<file path="config.mk">
export PLATFORM = sky130hd
export DESIGN_NAME = mux2_bus_arbiter
export DESIGN_NICKNAME = d
export VERILOG_FILES = /design/src/rtl/mux2_bus_arbiter_pkg.sv /design/src/rtl/mux2_to_1_4bit.sv /design/src/rtl/mux2_bus_arbiter.sv
export SDC_FILE = /design/constraint.sdc
export NUM_CORES = 1
export LEC_CHECK = 0
export BUFFER_PORTS_ARGS = -buffer_cell sky130_fd_sc_hd__buf_2
export CAP_MARGIN = 20
export CORE_MARGIN = 2
export CORE_UTILIZATION = 40
export DETAILED_ROUTE_END_ITERATION = 8
export GPL_ROUTABILITY_DRIVEN = 0
export HOLD_SLACK_MARGIN = 0.03
export PLACE_DENSITY = 0.71
export SYNTH_ARGS = -nofsm -noshare
export SYNTH_HDL_FRONTEND = slang
export SYNTH_SLANG_ARGS = --single-unit
</file>
<file path="constraint.sdc">
create_clock -name clk -period 1.3 [get_ports clk]
set_input_delay 0.26 -clock clk [delete_from_list [all_inputs] [get_ports clk]]
set_output_delay 0.26 -clock clk [all_outputs]
set_load 0.02 [all_outputs]
</file>
<file path="src/rtl/mux2_bus_arbiter_pkg.sv">
// mux2_bus_arbiter_pkg: shared defaults and source encodings for the two-requester bus arbiter
package mux2_bus_arbiter_pkg;
  localparam int DEF_WIDTH = 4;
  localparam int DEF_MAX_BURST = 4;
  localparam logic SRC_I0 = 1'b0;
  localparam logic SRC_I1 = 1'b1;
endpackage

</file>
<file path="src/rtl/mux2_to_1_4bit.sv">
// mux2_to_1_4bit: 2:1 data mux; a/b inputs, s select (0 = a, 1 = b), y output
module mux2_to_1_4bit #(
  parameter int WIDTH = 4
) (
  input  logic [WIDTH-1:0] a,
  input  logic [WIDTH-1:0] b,
  input  logic             s,
  output logic [WIDTH-1:0] y
);
  assign y = s ? b : a;
endmodule

</file>
<file path="src/rtl/mux2_bus_arbiter.sv">
// mux2_bus_arbiter: fixed-priority i0/i1 arbiter with starvation bound feeding a one-entry output register
// ports: clk, reset (async high); i0/i1 valid/data/ready requesters; s0 mux select; out valid/data/src/ready consumer
module mux2_bus_arbiter
  import mux2_bus_arbiter_pkg::*;
#(
  parameter int WIDTH = DEF_WIDTH,
  parameter int MAX_BURST = DEF_MAX_BURST
) (
  input  logic             clk,
  input  logic             reset,
  input  logic             i0_valid,
  input  logic [WIDTH-1:0] i0_data,
  output logic             i0_ready,
  input  logic             i1_valid,
  input  logic [WIDTH-1:0] i1_data,
  output logic             i1_ready,
  output logic             s0,
  output logic             out_valid,
  output logic [WIDTH-1:0] out_data,
  output logic             out_src,
  input  logic             out_ready
);
  localparam int CW = $clog2(MAX_BURST + 1);
  logic [CW-1:0]    burst_cnt;
  logic [WIDTH-1:0] mux_y;
  logic             load_en;
  // i1 wins when alone, or when i0 has used up its burst allowance while i1 waited
  assign load_en  = !out_valid || out_ready;
  assign s0       = i1_valid && (!i0_valid || burst_cnt == CW'(MAX_BURST));
  assign i0_ready = load_en && i0_valid && !s0 && !reset;
  assign i1_ready = load_en && s0 && !reset;
  mux2_to_1_4bit #(.WIDTH(WIDTH)) u_mux (
    .a(i0_data),
    .b(i1_data),
    .s(s0),
    .y(mux_y)
  );
  always_ff @(posedge clk or posedge reset) begin
    if (reset) begin
      out_valid <= 1'b0;
      out_data  <= '0;
      out_src   <= SRC_I0;
      burst_cnt <= '0;
    end else begin
      if (load_en) begin
        out_valid <= i0_valid || i1_valid;
        if (i0_valid || i1_valid) begin
          out_data <= mux_y;
          out_src  <= s0 ? SRC_I1 : SRC_I0;
        end
      end
      if (!i1_valid || i1_ready) burst_cnt <= '0;
      else if (i0_ready && burst_cnt != CW'(MAX_BURST)) burst_cnt <= burst_cnt + 1'b1;
    end
  end
endmodule

</file>
==> results.toml, run 1 <==
[min_path]
hold_path_class = "input pin to asynchronous set/reset pin"

[timing]
setup-tns-final_ns = -1.45
period_share_pct = 130
holdWs_ns = 0.0603
grt_setup_unrepaired = "true"
setup_slack_ns = -0.388
drv_slew = 0
fin_skew_ns = 0.00359
setup_viol = 10
hold_viol_final = 0
worst_pin_slew_ns = 0.339
max-slew-margin-rel_pct = 77.3
max_freq_mhz = 592
period_needed_ns = 1.69

[detailed_routing]
vias = 600
drc = 0
wl_um = 1540
first_pass_iters = 4
routed_via_density = 5.50
drt_iter0_markers = 16
final_antenna_net_count = 0
wl_per_cell_um = 14.1

[critical_path]
cp_data_arrival_time_ns = 1.43
crit_path_start_kind = "flip-flop"
worst-path-stages = 6
reg2regPathDepth = 7
critPathBufInv = 2
r2r_setup_slack_ns = -0.07
r2r_end = "out_data[0]$_DFFE_PP0P_"
crit_chain = "inv_2 -> ha_4 -> a21bo_4 -> nand2_4 -> and3_4 -> buf_6"
crit_slowest_cell = "dfrtp_1"
path_max_fanout = 3
path_class = "flip-flop to primary output"
cp-end-kind = "primary output"
r2r-start = "burst_cnt[0]$_DFFE_PP0P_"
required_ns = 1.04
crit_family = "flip-flops"
crit_end = "i0_ready"
crit_start = "burst_cnt[0]$_DFFE_PP0P_"
slowest_delay_ns = 0.37

[logic_synthesis]
yosysTopAreaCellShare_pct = 42.4
syn_area_per_cell_um2 = 9.17
yosysTopAreaCell = "dfrtp_1"
synthFlopType = "dfrtp_1"
synth_adder_area_share_pct = 4.71
synth_async_sr_flop_share_pct = 100
synth_simple_gate_area_share_pct = 17.4
synth_top_family_by_area = "compound AO/OA/AOI/OAI gates"
yosys-top-cells-area = "dfrtp_1 (42%), o21ai_0 (7.5%), a21oi_1 (6.6%), a31oi_1 (4.7%), ha_1 (4.7%)"
yosysWarningCount = 0
synth_area_um2 = 532
synthMuxAreaShare_pct = 0
synth_edf_count = 0
synth_compound_area_share_pct = 28.9
syn_inst = 58
ys_seq_area_share_pct = 42.4
synth-seq-cells = 9
synthDistinctLibCells = 24
yosys.area_share.xor_xnor_pct = 0
synth_fp_nets = 73

[die]
fp.dieW_um = 40.5
fp.coreArea_um2 = 1270
rows = 13
io-pin-count = 22
die-area_um2 = 1640
start_util_pct = 41.9
die_y_um = 40.5

[cells_and_area]
area_delta_synth_final_pct = 56.2
post-route-cell-area_um2 = 831
finish.utilization_pct = 65.5
layout.nets = 110
num-fill-cells = 108
post_route_cells_drive_above_1_share_pct = 50.0
n_antenna_cell = 0

[run]
cap_violations = 0

[grt]
grt_max_degree = 10
grt_use_total_pct = 20.6
grt_pass1_vias = 505
gr-total-overflow = 0
antenna_found_initial = 0
grt_pass1_wl_um = 2210

[pwr]
intPower_mw = 0.529
peakVddDrop_mv = 0.464
pwr-share-clk_pct = 29.5
p_comb_share_pct = 29.8
power.switching_mw = 0.256
p_leak_nw = 0.398
sw_frac_of_total_pct = 32.6
seqPwrFrac_pct = 40.7
p_per_area_nw_per_um2 = 945

[clock_tree]
cts_root_buffer = "clkbuf_4"
cts_tree = "yes"
clk_latency_ns = 0.26
cts_buffer_depth = 2
cts_num_sinks = 9
cts.htree.levels = 1
clk_pin_slew_ns = 0.07
cts_made_buffers = 3

[place]
portBuffers = 21
dpl_worst_slack_ns = -0.130
hpwl_um = 1140
place_area_um2 = 754

[status]
failed_checks = "setup timing"
status = "finished with violations"
placed cells by master, fill, tap and decap left out:
cell	n
buf_2	18
buf_4	12
dfrtp_1	9
a21oi_1	7
o21ai_0	4
o21ai_1	4
nand3_1	4
a31oi_1	4
buf_6	4
inv_1	3
clkbuf_4	3
inv_2	2
o2111ai_1	2
nor2_1	2
a21boi_4	1
nand2b_1	1
nor2b_2	1
nor3b_2	1
o31ai_1	1
nor2b_1	1
nand4b_1	1
a21bo_4	1
nand2_4	1
or2_0	1
nand2_1	1
nor3_4	1
and3_4	1
ha_4	1
ha_1	1
clkbuf_1	1
timing repair:
| item | CTS | global route |
|---|---|---|
| cloned | 0 | 0 |
| pin swaps | 0 | 5 |
| gates resized for setup | 6 | 6 |
| hold endpoints to repair | 0 | 0 |
| setup buffers | 1 | 2 |
| hold buffers | 0 | 0 |
| endpoints found under the setup margin | 3 | 9 |
power by group through the flow:
stage | Sequential [mW] | Clock, mW | Combinational (mW)
finish | 0.319 | 0.232 | 0.234
floorplan | 0.355 | 0 | 0.0975
global route | 0.323 | 0.253 | 0.255
global placement | 0.323 | 0 | 0.212
detailed placement | 0.325 | 0 | 0.215
CTS | 0.319 | 0.234 | 0.223
cell type report:
cell class              instances  area [um2]  area share, %
well taps                      15        18.8           2.26
repair buffers                 34         225           27.1
flip-flops and latches          9         225           27.1
multi-input cells              42         317           38.1
clock buffers                   4        26.3           3.16
inverters                       5        18.8           2.26
state kept, by name (all words and copies together) (netlist names):
name and count:
out_src 1, out_data 4, out_valid 1, burst_cnt 3
per-stage QoR:
stage	total power [mW]	cells
after floorplan	0.452	58
after global placement	0.535	102
after detailed placement	0.539	102
after CTS	0.776	107
after global routing	0.831	109
final	0.785	109
worst min path at each step:
stage / start / endpoint / slack [ns] / cells after the start
3_5_place_dp: reset / out_src$_DFFE_PP0P_ / 0.35 / 3
6_report: reset / out_src$_DFFE_PP0P_ / 0.06 / 3
5_1_grt: reset / burst_cnt[0]$_DFFE_PP0P_ / 0.09 / 3
2_1_floorplan: reset / burst_cnt[0]$_DFFE_PP0P_ / 0.10 / 1
4_1_cts: reset / out_src$_DFFE_PP0P_ / 0.06 / 3
3_3_place_gp: reset / out_src$_DFFE_PP0P_ / 0.34 / 3
cells in the mapped netlist (2+ instances only):
master     instances
ha_1               2
nor2_1             2
a21oi_1            7
a31oi_1            4
inv_1              5
nand3_1            4
dfrtp_1            9
o2111ai_1          2
o21ai_0            8
worst min-delay path: stages:
cell,delay (ns)
buf_2,0.10
buf_4,0.15
inv_1,0.19
cell families (layout without fill, tap and decap cells):
kind of cell,after synthesis,count (layout)
compound gates,24,24
fa+ha+maj,2,2
buf+inv,7,43
flops,9,9
simple gates,16,16
layer usage:
layer  track usage (%)  vias up  wire length (um)
met5                 0        -                 0
met4              5.83        0                17
met1              26.2      290               618
met3              4.44        4                96
met2              34.5       22               807
li1                  -      284                 -
(Power assumes the default switching activity.)
==> run 2, diff against run 1 <==
Settings changed: CORE_AREA set to 2 2 39 41, CORE_MARGIN 2 to unset, CORE_UTILIZATION 40 to unset, DIE_AREA set to 0 0 41 43, PLACE_DENSITY 0.71 to 0.68, SYNTH_HIERARCHICAL set to 1.
==> run 2 against run 1 <==
Effect of this change:
- highest routed layer unchanged
- setup slack lost 0.020 ns
- the run still ends with setup timing left
- synthesized area shrank 6.8%
- die area rose by 7.7%
==> results.toml, run 2 <==
[status]
status = "finished with violations"
failed_checks = "setup timing"

[detailed_routing]
final_antenna_net_count = 0
wl_um = 1230
routed_via_density = 4.76
vias = 486
drt_iter0_markers = 4
wl_per_cell_um = 12.0
drc = 0
first_pass_iters = 5

[critical_path]
crit_family = "flip-flops"
crit_end = "i0_ready"
r2r_setup_slack_ns = -0.40
cp-end-kind = "primary output"
crit_path_start_kind = "flip-flop"
crit_slowest_cell = "dfrtp_1"
path_max_fanout = 3
crit_chain = "inv_2 -> ha_4 -> a21boi_2 -> nand2b_4 -> and3_4 -> buf_6"
path_class = "flip-flop to primary output"
r2r_end = "out_data[1]$_DFFE_PP0P_"
r2r-start = "burst_cnt[0]$_DFFE_PP0P_"
reg2regPathDepth = 8
slowest_delay_ns = 0.36
required_ns = 1.04
crit_start = "burst_cnt[0]$_DFFE_PP0P_"
critPathBufInv = 2
worst-path-stages = 6
cp_data_arrival_time_ns = 1.45

[logic_synthesis]
syn_inst = 46
synth_fp_nets = 61
synthFlopType = "dfrtp_1"
yosysTopAreaCell = "dfrtp_1"
synth_area_um2 = 495
yosys-top-cells-area = "dfrtp_1 (45%), mux2_2 (18%), ha_1 (5.1%), inv_1 (3.0%), nand2_1 (3.0%)"
syn_area_per_cell_um2 = 10.8
synth-seq-cells = 9
yosysTopAreaCellShare_pct = 45.5
yosysWarningCount = 6
synth_async_sr_flop_share_pct = 100
ys_top_cells_by_count = "dfrtp_1 (9), mux2_2 (8), inv_1 (4), nand2_1 (4)"
synth_edf_count = 0
synthDistinctLibCells = 19
synth.most_common_cell = "dfrtp_1"
ys_seq_area_share_pct = 45.5

[cells_and_area]
layout_commonest_cell = "buf_2"
largest_reg_flops = 4
post-route-cell-area_um2 = 893
layout_common_cells = "buf_2 (19), buf_4 (11), dfrtp_1 (9)"
area_delta_synth_final_pct = 80.3
post_route_cells_drive_above_1_share_pct = 68.6
layout.nets = 102
num-fill-cells = 117
reg.largest.list = "out_data: 4 flops, burst_cnt: 3 flops"
top_register = "out_data"
n_antenna_cell = 0

[die]
die_y_um = 43
die-area_um2 = 1760
io-pin-count = 22
start_util_pct = 35.8
fp.dieW_um = 41
rows = 14
fp.coreArea_um2 = 1380

[timing]
max_freq_mhz = 585
fin_skew_ns = 0.00417
grt_setup_unrepaired = "true"
holdWs_ns = 0.351
drv_slew = 0
setup_viol = 10
period_share_pct = 131
worst_pin_slew_ns = 0.339
hold_viol_final = 0
max-slew-margin-rel_pct = 77.4
period_needed_ns = 1.71
setup_slack_ns = -0.409

[pwr]
seqPwrFrac_pct = 40.3
pwr-share-clk_pct = 27.1
peakVddDrop_mv = 0.646
intPower_mw = 0.568
sw_frac_of_total_pct = 29.0
p_comb_share_pct = 32.6
power_mw = 0.800
p_leak_nw = 0.457
power.switching_mw = 0.231
p_per_area_nw_per_um2 = 895

[place]
hpwl_um = 863
dpl_worst_slack_ns = -0.309
place_area_um2 = 739
portBuffers = 21

[clock_tree]
cts.htree.levels = 1
cts_tree = "yes"
cts_num_sinks = 9
cts_made_buffers = 3
cts_root_buffer = "clkbuf_4"
cts_buffer_depth = 2
clk_latency_ns = 0.26
clk_pin_slew_ns = 0.06

[min_path]
hold_path_class = "input pin to flip-flop"

[grt]
antenna_found_initial = 0
gr-total-overflow = 0
grt_max_degree = 10
grt_pass1_vias = 487
grt_pass1_wl_um = 1920
grt_use_total_pct = 16.2

[run]
cap_violations = 0
## run 2: changes by cell type in the layout (fill, tap and decap cells not counted), moves of 2 or more
cell,previous run,this run
o21ai_1,4,0
mux2_4,0,8
o2111ai_1,2,0
a31oi_1,4,0
nand3_1,4,0
o22ai_2,0,2
a21oi_1,7,0
nand2_1,1,4
inv_1,3,1
o21ai_0,4,2
## run 2: power by group through the flow
| stage | clock network [mW] | logic (mW) | registers, mW |
|---|---|---|---|
| CTS | 0.222 | 0.250 | 0.323 |
| detailed placement | 0 | 0.222 | 0.326 |
| finish | 0.217 | 0.260 | 0.322 |
| floorplan | 0 | 0.102 | 0.359 |
| global placement | 0 | 0.218 | 0.327 |
| global route | 0.236 | 0.277 | 0.326 |
## run 2: repair_timing
item / 4_1_cts / 5_1_grt
endpoints found under the hold margin: 9 / 0
setup buffers: 4 / 2
resized for setup: 11 / 5
pin swaps: 1 / 4
hold buffers: 1 / 0
endpoints found under the setup margin: 9 / 10
## run 2: how the worst min path moves through the flow
stage	from	cells past startpoint	endpoint
final	i0_data[2]	3	out_data[2]$_DFFE_PP0P_
after global routing	i0_data[1]	3	out_data[1]$_DFFE_PP0P_
after CTS	i0_data[1]	3	out_data[1]$_DFFE_PP0P_
after detailed placement	reset	2	out_valid$_DFFE_PP0P_
after global placement	reset	2	out_valid$_DFFE_PP0P_
after floorplan	reset	1	burst_cnt[0]$_DFFE_PP0P_
## run 2: layer usage
| metal | vias up | share of wire [%] | track usage (%) |
|---|---|---|---|
| li1 | 241 | - | - |
| met4 | 0 | 1.1 | 8.00 |
| met5 | - | 0 | 0 |
| met2 | 21 | 51 | 28.1 |
| met3 | 2 | 6.2 | 1.57 |
| met1 | 222 | 41 | 18.1 |
## run 2: through the flow
stage	setup TNS, ns	utilization, %	instances
global placement	-1.32	53.4	92
global route	-3.70	64.6	102
detailed placement	-1.66	53.4	92
floorplan	-1.53	-	46
CTS	-2.57	62.2	101
finish	-3.15	64.6	102
## run 2: logic make-up after synthesis
logic type	Yosys count	share of synthesized area, %
AOI/OAI and AO/OA	7	10.9
adders and majority gates	2	5.05
buffers and inverters	5	4.04
DFF	9	45.5
muxes	8	18.2
and+or+nand+nor	15	16.4
## run 2: final cells by class
type	instances	area [um2]	share of cell area, %
multi-input cells	32	335	37.5
repair buffers	37	264	29.6
flip-flops and latches	9	225	25.2
clock buffers	4	26.3	2.94
inverters	4	22.5	2.52
well taps	16	20.0	2.24
## run 2: worst reg2reg max path: stages (launching register included)
cell and delay, ns:
dfrtp_1 0.36, inv_2 0.06, ha_4 0.16, a21boi_2 0.15, nand2b_4 0.17, buf_12 0.11
inv_8 0.04, mux2_4 0.28, mux2_4 0.25
==> run 3, diff against run 2 <==
Settings changed: CTS_CLUSTER_DIAMETER set to 150, PLACE_DENSITY 0.68 to 0.65.
Clock period 1.3 ns to 1.6 ns, I/O delays scaled along.
==> run 3 against run 2 <==
Effect of this change:
- the run still ends with setup timing left
- count of clock-buffer cells in the layout stayed put
- clock power decreased by 19%
- largest power group unchanged
- global-route usage down 0.76 points
- power shrank 24%
- cell area decreased by 14%
- highest routed layer unchanged
- largest cell class unchanged
- hold slack got worse by 0.29 ns
- sequential power fell by 19%
- routed wire length down 8.3%
- via count shrank 8.4%
- non-clock buffer count fell by 7
==> results.toml, run 3 (synthesized netlist as in run 2, its figures left out) <==
[status]
status = "finished with violations"
failed_checks = "setup timing"

[detailed_routing]
drc = 0
wl_um = 1130
met2_length_um = 579
drt_iter0_markers = 6
first_pass_iters = 2
wl_met1_um = 486
wl_met3_um = 46
vias = 445
final_antenna_net_count = 0
top_layer = "met4"
wl_per_cell_um = 11.9
routed_via_density = 4.68

[cells_and_area]
layout_common_cells = "buf_2 (18), buf_4 (11), dfrtp_1 (9)"
largest_reg_flops = 4
post_route_cells_drive_above_1_share_pct = 63.3
layout.cells.non_filler = 95
layout.nets = 95
n_antenna_cell = 0
post-route-cell-area_um2 = 764
top_register = "out_data"
reg.largest.list = "out_data: 4 flops, burst_cnt: 3 flops"
layout_commonest_cell = "buf_2"
area_delta_synth_final_pct = 54.3
finish.utilization_pct = 55.2

[grt]
antenna_found_initial = 0
gr-total-overflow = 0
grt_pass1_vias = 436
grt_use_total_pct = 15.4
grt_pass1_wl_um = 1790
grt_max_degree = 10

[pwr]
pwr-share-clk_pct = 28.9
p_per_area_nw_per_um2 = 796
power.switching_mw = 0.178
peakVddDrop_mv = 0.486
intPower_mw = 0.430
seqPwrFrac_pct = 42.8
p_leak_nw = 0.393
p_comb_share_pct = 28.3
sw_frac_of_total_pct = 29.2

[clock_tree]
cts.htree.levels = 1
cts_buffer_depth = 2
clk_pin_slew_ns = 0.06
cts_made_buffers = 3
cts_tree = "yes"
cts_root_buffer = "clkbuf_4"
clk_latency_ns = 0.26
cts_num_sinks = 9

[critical_path]
path_max_fanout = 3
path_class = "flip-flop to primary output"
r2r_setup_slack_ns = -0.10
required_ns = 1.28
cp_data_arrival_time_ns = 1.43
cp-end-kind = "primary output"
reg2regPathDepth = 8
crit_path_start_kind = "flip-flop"
r2r-start = "burst_cnt[0]$_DFFE_PP0P_"
r2r_end = "out_data[3]$_DFFE_PP0P_"

[die]
rows = 14
die_y_um = 43
fp.dieW_um = 41
io-pin-count = 22
fp.coreArea_um2 = 1380
die-area_um2 = 1760
start_util_pct = 35.8

[timing]
max_freq_mhz = 573
fin_skew_ns = 0.00527
period_share_pct = 109
setup_viol = 7
setup-tns-final_ns = -0.676
hold_viol_final = 0
grt_setup_unrepaired = "true"
worst_pin_slew_ns = 0.348
setup_slack_ns = -0.147
max-slew-margin-rel_pct = 76.8
drv_slew = 0
period_needed_ns = 1.75

[place]
place_area_um2 = 658
place_inst = 85
hpwl_um = 822
portBuffers = 21

[min_path]
hold_path_class = "input pin to asynchronous set/reset pin"

[run]
cap_violations = 0
[run 3: changes by cell type in the layout (fill, tap and decap cells not counted), moves of 2 or more]
cell	change
o22ai_2	-2
buf_6	-4
mux2_2	+5
mux2_4	-5
o22ai_1	+2
[run 3: area by class of cell]
type	instances	area, um2
Multi-Input combinational cell	32	289
Tap cell	16	20.0
Fill cell	129	619
Clock buffer	4	26.3
Sequential cell	9	225
Inverter	4	20.0
Timing Repair Buffer	30	184
[run 3: worst max path at each step]
stage	end	slack, ns	startpoint
5_1_grt	i1_ready	-0.24	burst_cnt[0]$_DFFE_PP0P_
6_report	i1_ready	-0.15	burst_cnt[0]$_DFFE_PP0P_
3_3_place_gp	out_data[2]$_DFFE_PP0P_	-0.02	burst_cnt[0]$_DFFE_PP0P_
3_5_place_dp	out_data[1]$_DFFE_PP0P_	-0.03	burst_cnt[0]$_DFFE_PP0P_
2_1_floorplan	out_data[0]$_DFFE_PP0P_	-0.01	burst_cnt[0]$_DFFE_PP0P_
4_1_cts	i1_ready	-0.16	burst_cnt[0]$_DFFE_PP0P_
[run 3: power groups by stage]
stage | Combinational [mW] | Sequential [mW] | Clock, mW
floorplan | 0.0654 | 0.291 | 0
global placement | 0.147 | 0.264 | 0
detailed placement | 0.149 | 0.264 | 0
CTS | 0.159 | 0.260 | 0.185
global route | 0.187 | 0.264 | 0.212
finish | 0.172 | 0.260 | 0.176
[run 3: critical path, stage by stage, from the launching register on]
cell	delay, ns
dfrtp_1	0.38
inv_2	0.08
ha_4	0.13
a21boi_2	0.05
nand2b_4	0.14
buf_4	0.13
nor3_2	0.09
buf_4	0.16
[run 3: per-layer routing]
metal  GRT usage, %  vias to the layer above
met5              0                        -
met4           8.00                        0
met3           6.28                        2
met2           22.5                       11
met1           18.5                      204
li1               -                      228
[run 3: what timing repair did]
item	CTS	global route
pin swaps	1	1
buffers inserted	3	3
hold buffers	0	0
endpoints found under the setup margin	7	7
resized for setup	6	5
[run 3: per-stage QoR]
step	power (mW)	hold slack, ns	worst slack [ns]
after global placement	0.412	0.355	-0.0163
after floorplan	0.356	0.148	-0.0117
after CTS	0.604	0.0589	-0.164
final	0.608	0.0571	-0.147
after global routing	0.663	0.0720	-0.235
after detailed placement	0.413	0.348	-0.0291
